===== src/rtl/idiv_seq.sv =====
// Sequential radix-2 restoring divider for DIV/DIVU/REM/REMU and their W forms.
// One quotient bit per cycle; zero-divisor and signed overflow complete in one cycle.
module idiv_seq #(
  parameter int XLEN        = 64,
  parameter bit W_SUPPORTED = 1'b1
) (
  input  logic            clk,
  input  logic            reset,
  input  logic            DivStartE,
  input  logic            FlushE,
  input  logic            StallM,
  input  logic [2:0]      Funct3E,
  input  logic            W64E,
  input  logic [XLEN-1:0] ForwardedSrcAE,
  input  logic [XLEN-1:0] ForwardedSrcBE,
  output logic            DivBusyE,
  output logic            DivDoneE,
  output logic [XLEN-1:0] DivResultE
);

  localparam int CW = $clog2(XLEN + 1);

  typedef enum logic [1:0] {IDLE, BUSY, DONE} state_t;

  function automatic logic [XLEN-1:0] ext32(input logic [31:0] x, input logic sgn);
    ext32 = '0;
    ext32[31:0] = x;
    for (int i = 32; i < XLEN; i++) ext32[i] = sgn & x[31];
  endfunction

  function automatic logic [XLEN-1:0] pick(input logic [XLEN-1:0] q, input logic [XLEN-1:0] r,
                                           input logic sel_rem, input logic w);
    logic [XLEN-1:0] v;
    v = sel_rem ? r : q;
    return w ? ext32(v[31:0], 1'b1) : v;
  endfunction

  state_t          state_q;
  logic [CW-1:0]   cnt_q;
  logic [XLEN-1:0] quot_q, rem_q, div_q, result_q;
  logic            neg_q_q, neg_r_q, rem_sel_q, w_q;

  logic            w_op, sgn_op, sign_a, sign_b, div_zero, ovf;
  logic [XLEN-1:0] a_ext, b_ext, mag_a, mag_b, min_neg;
  logic [XLEN:0]   shifted, diff;
  logic [XLEN-1:0] step_quot, step_rem, q_fin, r_fin;
  logic            unused_f3;

  // DIV/DIVU/REM/REMU are told apart by bits [1:0]; bit 2 is always set for this unit.
  assign unused_f3 = Funct3E[2];

  // NOTE: every signal written here gets a value on every path, so no latches are inferred.
  always_comb begin
    w_op     = W_SUPPORTED && (XLEN == 64) && W64E;
    sgn_op   = ~Funct3E[0];
    a_ext    = w_op ? ext32(ForwardedSrcAE[31:0], sgn_op) : ForwardedSrcAE;
    b_ext    = w_op ? ext32(ForwardedSrcBE[31:0], sgn_op) : ForwardedSrcBE;
    sign_a   = sgn_op & a_ext[XLEN-1];
    sign_b   = sgn_op & b_ext[XLEN-1];
    mag_a    = sign_a ? -a_ext : a_ext;
    mag_b    = sign_b ? -b_ext : b_ext;
    min_neg  = w_op ? ext32(32'h8000_0000, 1'b1) : {1'b1, {(XLEN-1){1'b0}}};
    div_zero = (b_ext == '0);
    ovf      = sgn_op && (a_ext == min_neg) && (b_ext == '1);

    // Restoring step: remainder stays below the divisor, so XLEN bits hold it after the subtract.
    shifted   = {rem_q, quot_q[XLEN-1]};
    diff      = shifted - {1'b0, div_q};
    step_rem  = diff[XLEN] ? shifted[XLEN-1:0] : diff[XLEN-1:0];
    step_quot = {quot_q[XLEN-2:0], ~diff[XLEN]};
    q_fin     = neg_q_q ? -step_quot : step_quot;
    r_fin     = neg_r_q ? -step_rem  : step_rem;
  end

  // NOTE: the working registers are cleared on reset too, so no stale operand or result survives.
  always_ff @(posedge clk) begin
    if (!reset) begin
      state_q   <= IDLE;
      cnt_q     <= '0;
      quot_q    <= '0;
      rem_q     <= '0;
      div_q     <= '0;
      result_q  <= '0;
      neg_q_q   <= 1'b0;
      neg_r_q   <= 1'b0;
      rem_sel_q <= 1'b0;
      w_q       <= 1'b0;
    end else begin
      case (state_q)
        IDLE: if (DivStartE && !FlushE) begin
          neg_q_q   <= sign_a ^ sign_b;
          neg_r_q   <= sign_a;
          rem_sel_q <= Funct3E[1];
          w_q       <= w_op;
          if (div_zero) begin
            result_q <= pick('1, a_ext, Funct3E[1], w_op);
            state_q  <= DONE;
          end else if (ovf) begin
            result_q <= pick(a_ext, '0, Funct3E[1], w_op);
            state_q  <= DONE;
          end else begin
            // W operands are left-justified so 32 steps consume exactly their 32 bits.
            quot_q  <= w_op ? (mag_a << (XLEN - 32)) : mag_a;
            rem_q   <= '0;
            div_q   <= mag_b;
            cnt_q   <= w_op ? CW'(32) : CW'(XLEN);
            state_q <= BUSY;
          end
        end
        BUSY: if (FlushE) begin
          state_q <= IDLE;
        end else begin
          quot_q <= step_quot;
          rem_q  <= step_rem;
          cnt_q  <= cnt_q - CW'(1);
          if (cnt_q == CW'(1)) begin
            result_q <= pick(q_fin, r_fin, rem_sel_q, w_q);
            state_q  <= DONE;
          end
        end
        DONE: if (FlushE || !StallM) state_q <= IDLE;
        default: state_q <= IDLE;
      endcase
    end
  end

  assign DivBusyE   = (state_q == BUSY) || ((state_q == IDLE) && DivStartE && !FlushE);
  assign DivDoneE   = (state_q == DONE);
  assign DivResultE = DivDoneE ? result_q : '0;

endmodule


===== config.mk =====
export PLATFORM = sky130hd
export DESIGN_NAME = idiv_seq
export DESIGN_NICKNAME = d
export VERILOG_FILES = /design/src/rtl/idiv_seq.sv
export SDC_FILE = /design/constraint.sdc
export NUM_CORES = 1
export LEC_CHECK = 0
export CELL_PAD_IN_SITES_DETAIL_PLACEMENT = 1
export CELL_PAD_IN_SITES_GLOBAL_PLACEMENT = 2
export CORE_ASPECT_RATIO = 0.75
export CORE_MARGIN = 2
export CORE_UTILIZATION = 34
export DETAILED_ROUTE_END_ITERATION = 16
export PLACE_DENSITY = 0.87
export SETUP_SLACK_MARGIN = 0.5
export SYNTH_ARGS = -nofsm -noshare
export SYNTH_HDL_FRONTEND = slang
export SYNTH_SLANG_ARGS = --single-unit

===== constraint.sdc =====
create_clock -name clk -period 7.1 [get_ports clk]
set_clock_uncertainty 0.1 [all_clocks]
set_input_delay 1.42 -clock clk [delete_from_list [all_inputs] [get_ports clk]]
set_output_delay 1.42 -clock clk [all_outputs]
set_load 0.02 [all_outputs]

==> results by group <==
Critical path
  • Critical path launch point type: register
  • Critical Path AT: around 6.7 ns
  • Crit Path Category: reg2reg
  • Crit end category: register
  • CP Max Fanout: 9
  • WP data required: between 7 and 8 ns

Timing
  • TNS Setup: 0 ns
  • Worst-margin pin slew: 1.21 ns
  • Post-Route Hold Slack: between 0.3 and 0.4 ns
  • Fin. Hold Viols: 0
  • Post-route minimum period: 6.31 ns
  • Slew Limit Fails: 0
  • FMAX: around 160 MHz
  • Fin crit share: between 80% and 90%
  • Slew margin rel.: 19.0%
  • RSZ-0062 raised after global routing: yes
  • Final setup viols: 0

CTS
  • Sink Count: around 270
  • Post-CTS Setup Inserts: 0
  • Clock H-tree levels: 2
  • Skew-Pair Late Insertion Delay: ~0.56 ns
  • Cts-stage hold buffer count: 0
  • Reg clk slew, reported paths: about 0.060 ns
  • CTS buffer count: 35
  • Clock root buffer: clkbuf_16
  • TritonCTS clock tree: built
  • Post_cts resized: 2
  • CTS Buffer Depth: 3

Synth
  • Synth Net Count: a little under 4000
  • Synth area leader: dfxtp_1
  • Most common cell in the netlist: nor2_1
  • Ys Warns: 0
  • Post-synth EDFFs: 0
  • Post-synth top area share: between 20 and 25%
  • Seq/Total Area, Yosys: between 20% and 30%
  • Flops & latches, synth: between 200 and 300
  • Post-Syn Area per Cell: a little under 7 sq um
  • Ys async rst share: 0%
  • Area contributors post-synth: dfxtp_1 21%, nor2_1 7.4%, nand2_1 6.1%
  • Main synth FF type: dfxtp_1
  • Synth top cells by count: 499 x nor2_1, 406 x nand2_1, 288 x a21oi_1
  • Synth Instances: approximately 3600
  • Yosys cell types: ~100
  • Synth Cell Area: 25200 sq um

Power and ir drop
  • Power Density: 636 nW/um^2
  • Maximum vdd drop: roughly 0.00065 V
  • Switch share: 58.7%
  • Static Leak: around 11 nW
  • Part of the power in combinational logic: between 70% and 80%
  • Flop pwr share: 10.6%
  • Clock power share: ~11%
  • Sw power: between 10 and 15 mW
  • Pint: between 7 and 8 mW

Place
  • # port buffers: between 200 and 250
  • Area after DPL: 28000 sq um
  • DP Wirelength: 97.0 mm
  • Placed insts: between 4000 and 5000
  • Placer Congestion: approximately 1

Floorplanning
  • Ports: about 200
  • Die height: between 200 and 250 um
  • Die area: 76200 sq um
  • Row count: 86
  • Core ar.: about 73000 sq um
  • Initial core utilization: between 30% and 40%
  • Die width: approximately 320 um

Routing
  • Final ANT Viol Nets: 0
  • Number of vias per cell: roughly 6.3
  • DR pass1 iterations: 5
  • Total routed wirelength: 124 mm
  • Vias: about 30000
  • DRT iter0 DRCs: approximately 3500
  • Drt wl/cell: roughly 26 um
  • DRC: 0

Cells and area
  • Layout cells sized above 1: under 10%
  • Layout Nets: 3913
  • Final Instance Area: slightly below 30000 sq um
  • Synthesis-to-finish area growth: 16.7%
  • Post-Layout Cell Count: 4696

Status
  • Status: finished clean

Worst hold path
  • Hold WC Path Type: reg2reg

Global route
  • Vias in the first global route: roughly 27000
  • Grt total ovfl: 0
  • First-pass GRT wire length: 182 mm
  • Pin count of the biggest net entering global routing: roughly 100
  • Gr usage total: between 30 and 40%
  • Antenna violations before repair: 5

Flow run
  • Max-Cap Viols: 0
==> cells by family (layout without fill, tap and decap cells) <==
kind of cell / Yosys count / count (layout) / share of synthesized area, %
muxes: 58 / 58 / 2.33
xor gates and xnor gates: 283 / 283 / 9.85
buffers and inverters: 361 / 445 / 5.63
AOI/OAI and AO/OA: 1123 / 1123 / 29.5
other: 0 / 1 / 0
adders and majority gates: 80 / 80 / 3.93
and+or+nand+nor: 1469 / 1469 / 27.4
DFF: 269 / 269 / 21.4
==> worst max-delay path, cell delays in order, from the launching register on <==
cell       delay, ns
dfxtp_1         0.31
inv_1           0.25
ha_1            0.37
a21oi_1         0.27
o21ai_0         0.25
a21oi_1         0.23
o221ai_1        0.25
a22o_1          0.32
a41o_1          0.26
nor2_4          0.25
inv_2           0.16
a21oi_1         0.31
ha_2            0.32
nand4_1         0.19
or3_1           0.46
a211oi_2        0.28
a41oi_1         0.12
or2_1           0.35
or2_1           0.27
o21ai_1         0.17
xnor2_1         0.11
a2111oi_1       0.48
a211o_1         0.15
==> final timing paths <==
check             slack (ns)      endpoint  depth (start not counted)    startpoint
setup / recovery        0.79  result_q[48]                         22     div_q[49]
hold reg to reg         0.34  result_q[36]                          2  result_q[36]
setup reg to reg        0.79  result_q[48]                         22     div_q[49]
hold / removal          0.34  result_q[36]                          2  result_q[36]
==> per-stage QoR <==
step / setup WS [ns] / power, mW / utilization, %
finish: 0.789 / 18.7 / 40.0
global placement: 0.630 / 15.9 / 38.2
detailed placement: 0.508 / 16.1 / 38.2
CTS: 0.624 / 18.2 / 39.9
floorplan: 1.05 / 11.6 / -
global route: 0.478 / 19.6 / 40.0
==> area by class of cell <==
class	count	area, sq um
Fill cell	9254	44000
Multi-Input combinational cell	3013	18500
Sequential cell	269	5390
Timing Repair Buffer	269	2560
Tap cell	968	1210
Clock buffer	38	918
Inverter	116	440
Clock inverter	22	344
Antenna cell	1	2.50
==> cells in the final DEF (no fill, tap or decap), types with 14 or more instances in the layout <==
cell type,Yosys,routed
o221ai_1,15,15
ha_1,71,70
nand3_1,56,55
mux2i_1,53,53
nand4_1,51,51
o41ai_1,24,24
xor2_1,130,130
a21o_1,37,36
a211oi_1,109,108
nor2_1,499,495
or3_1,51,51
a22oi_1,39,39
buf_4,0,66
clkdlybuf4s50_1,0,200
xnor2_1,153,153
or4_1,30,30
a21boi_0,14,14
a31oi_1,40,40
and2_1,88,88
nor4_1,41,41
o211ai_1,66,66
inv_1,113,111
o21ai_0,236,235
o31ai_1,60,60
nand2b_1,36,35
clkbuf_16,0,36
nor3_1,118,118
nand2_1,406,405
nor2b_1,19,17
a21oi_1,288,284
dfxtp_1,269,266
o21a_1,19,19
a311oi_1,21,21
==> registers in the layout, summed over array words and instances (netlist names), 2 cells and up <==
| register | cells |
|---|---|
| rem_q | 64 |
| div_q | 64 |
| result_q | 64 |
| cnt_q | 7 |
| state_q | 2 |
| quot_q | 64 |
==> power groups by stage <==
stage | Combinational [mW] | Sequential (mW) | Clock, mW
final | 14.6 | 1.98 | 2.03
after global routing | 15.5 | 2.00 | 2.10
after CTS | 14.2 | 1.96 | 2.04
after detailed placement | 14.1 | 2.00 | 0
after global placement | 13.9 | 1.99 | 0
after floorplan | 9.69 | 1.87 | 0
==> layer usage <==
layer	vias up	GRT usage (%)	routed length, um
met5	-	0	25
met4	4	7.68	3040
met3	167	7.55	13900
met2	1395	43.5	48600
met1	14468	47.2	58200
li1	13316	-	-
(Power assumes the default switching activity.)
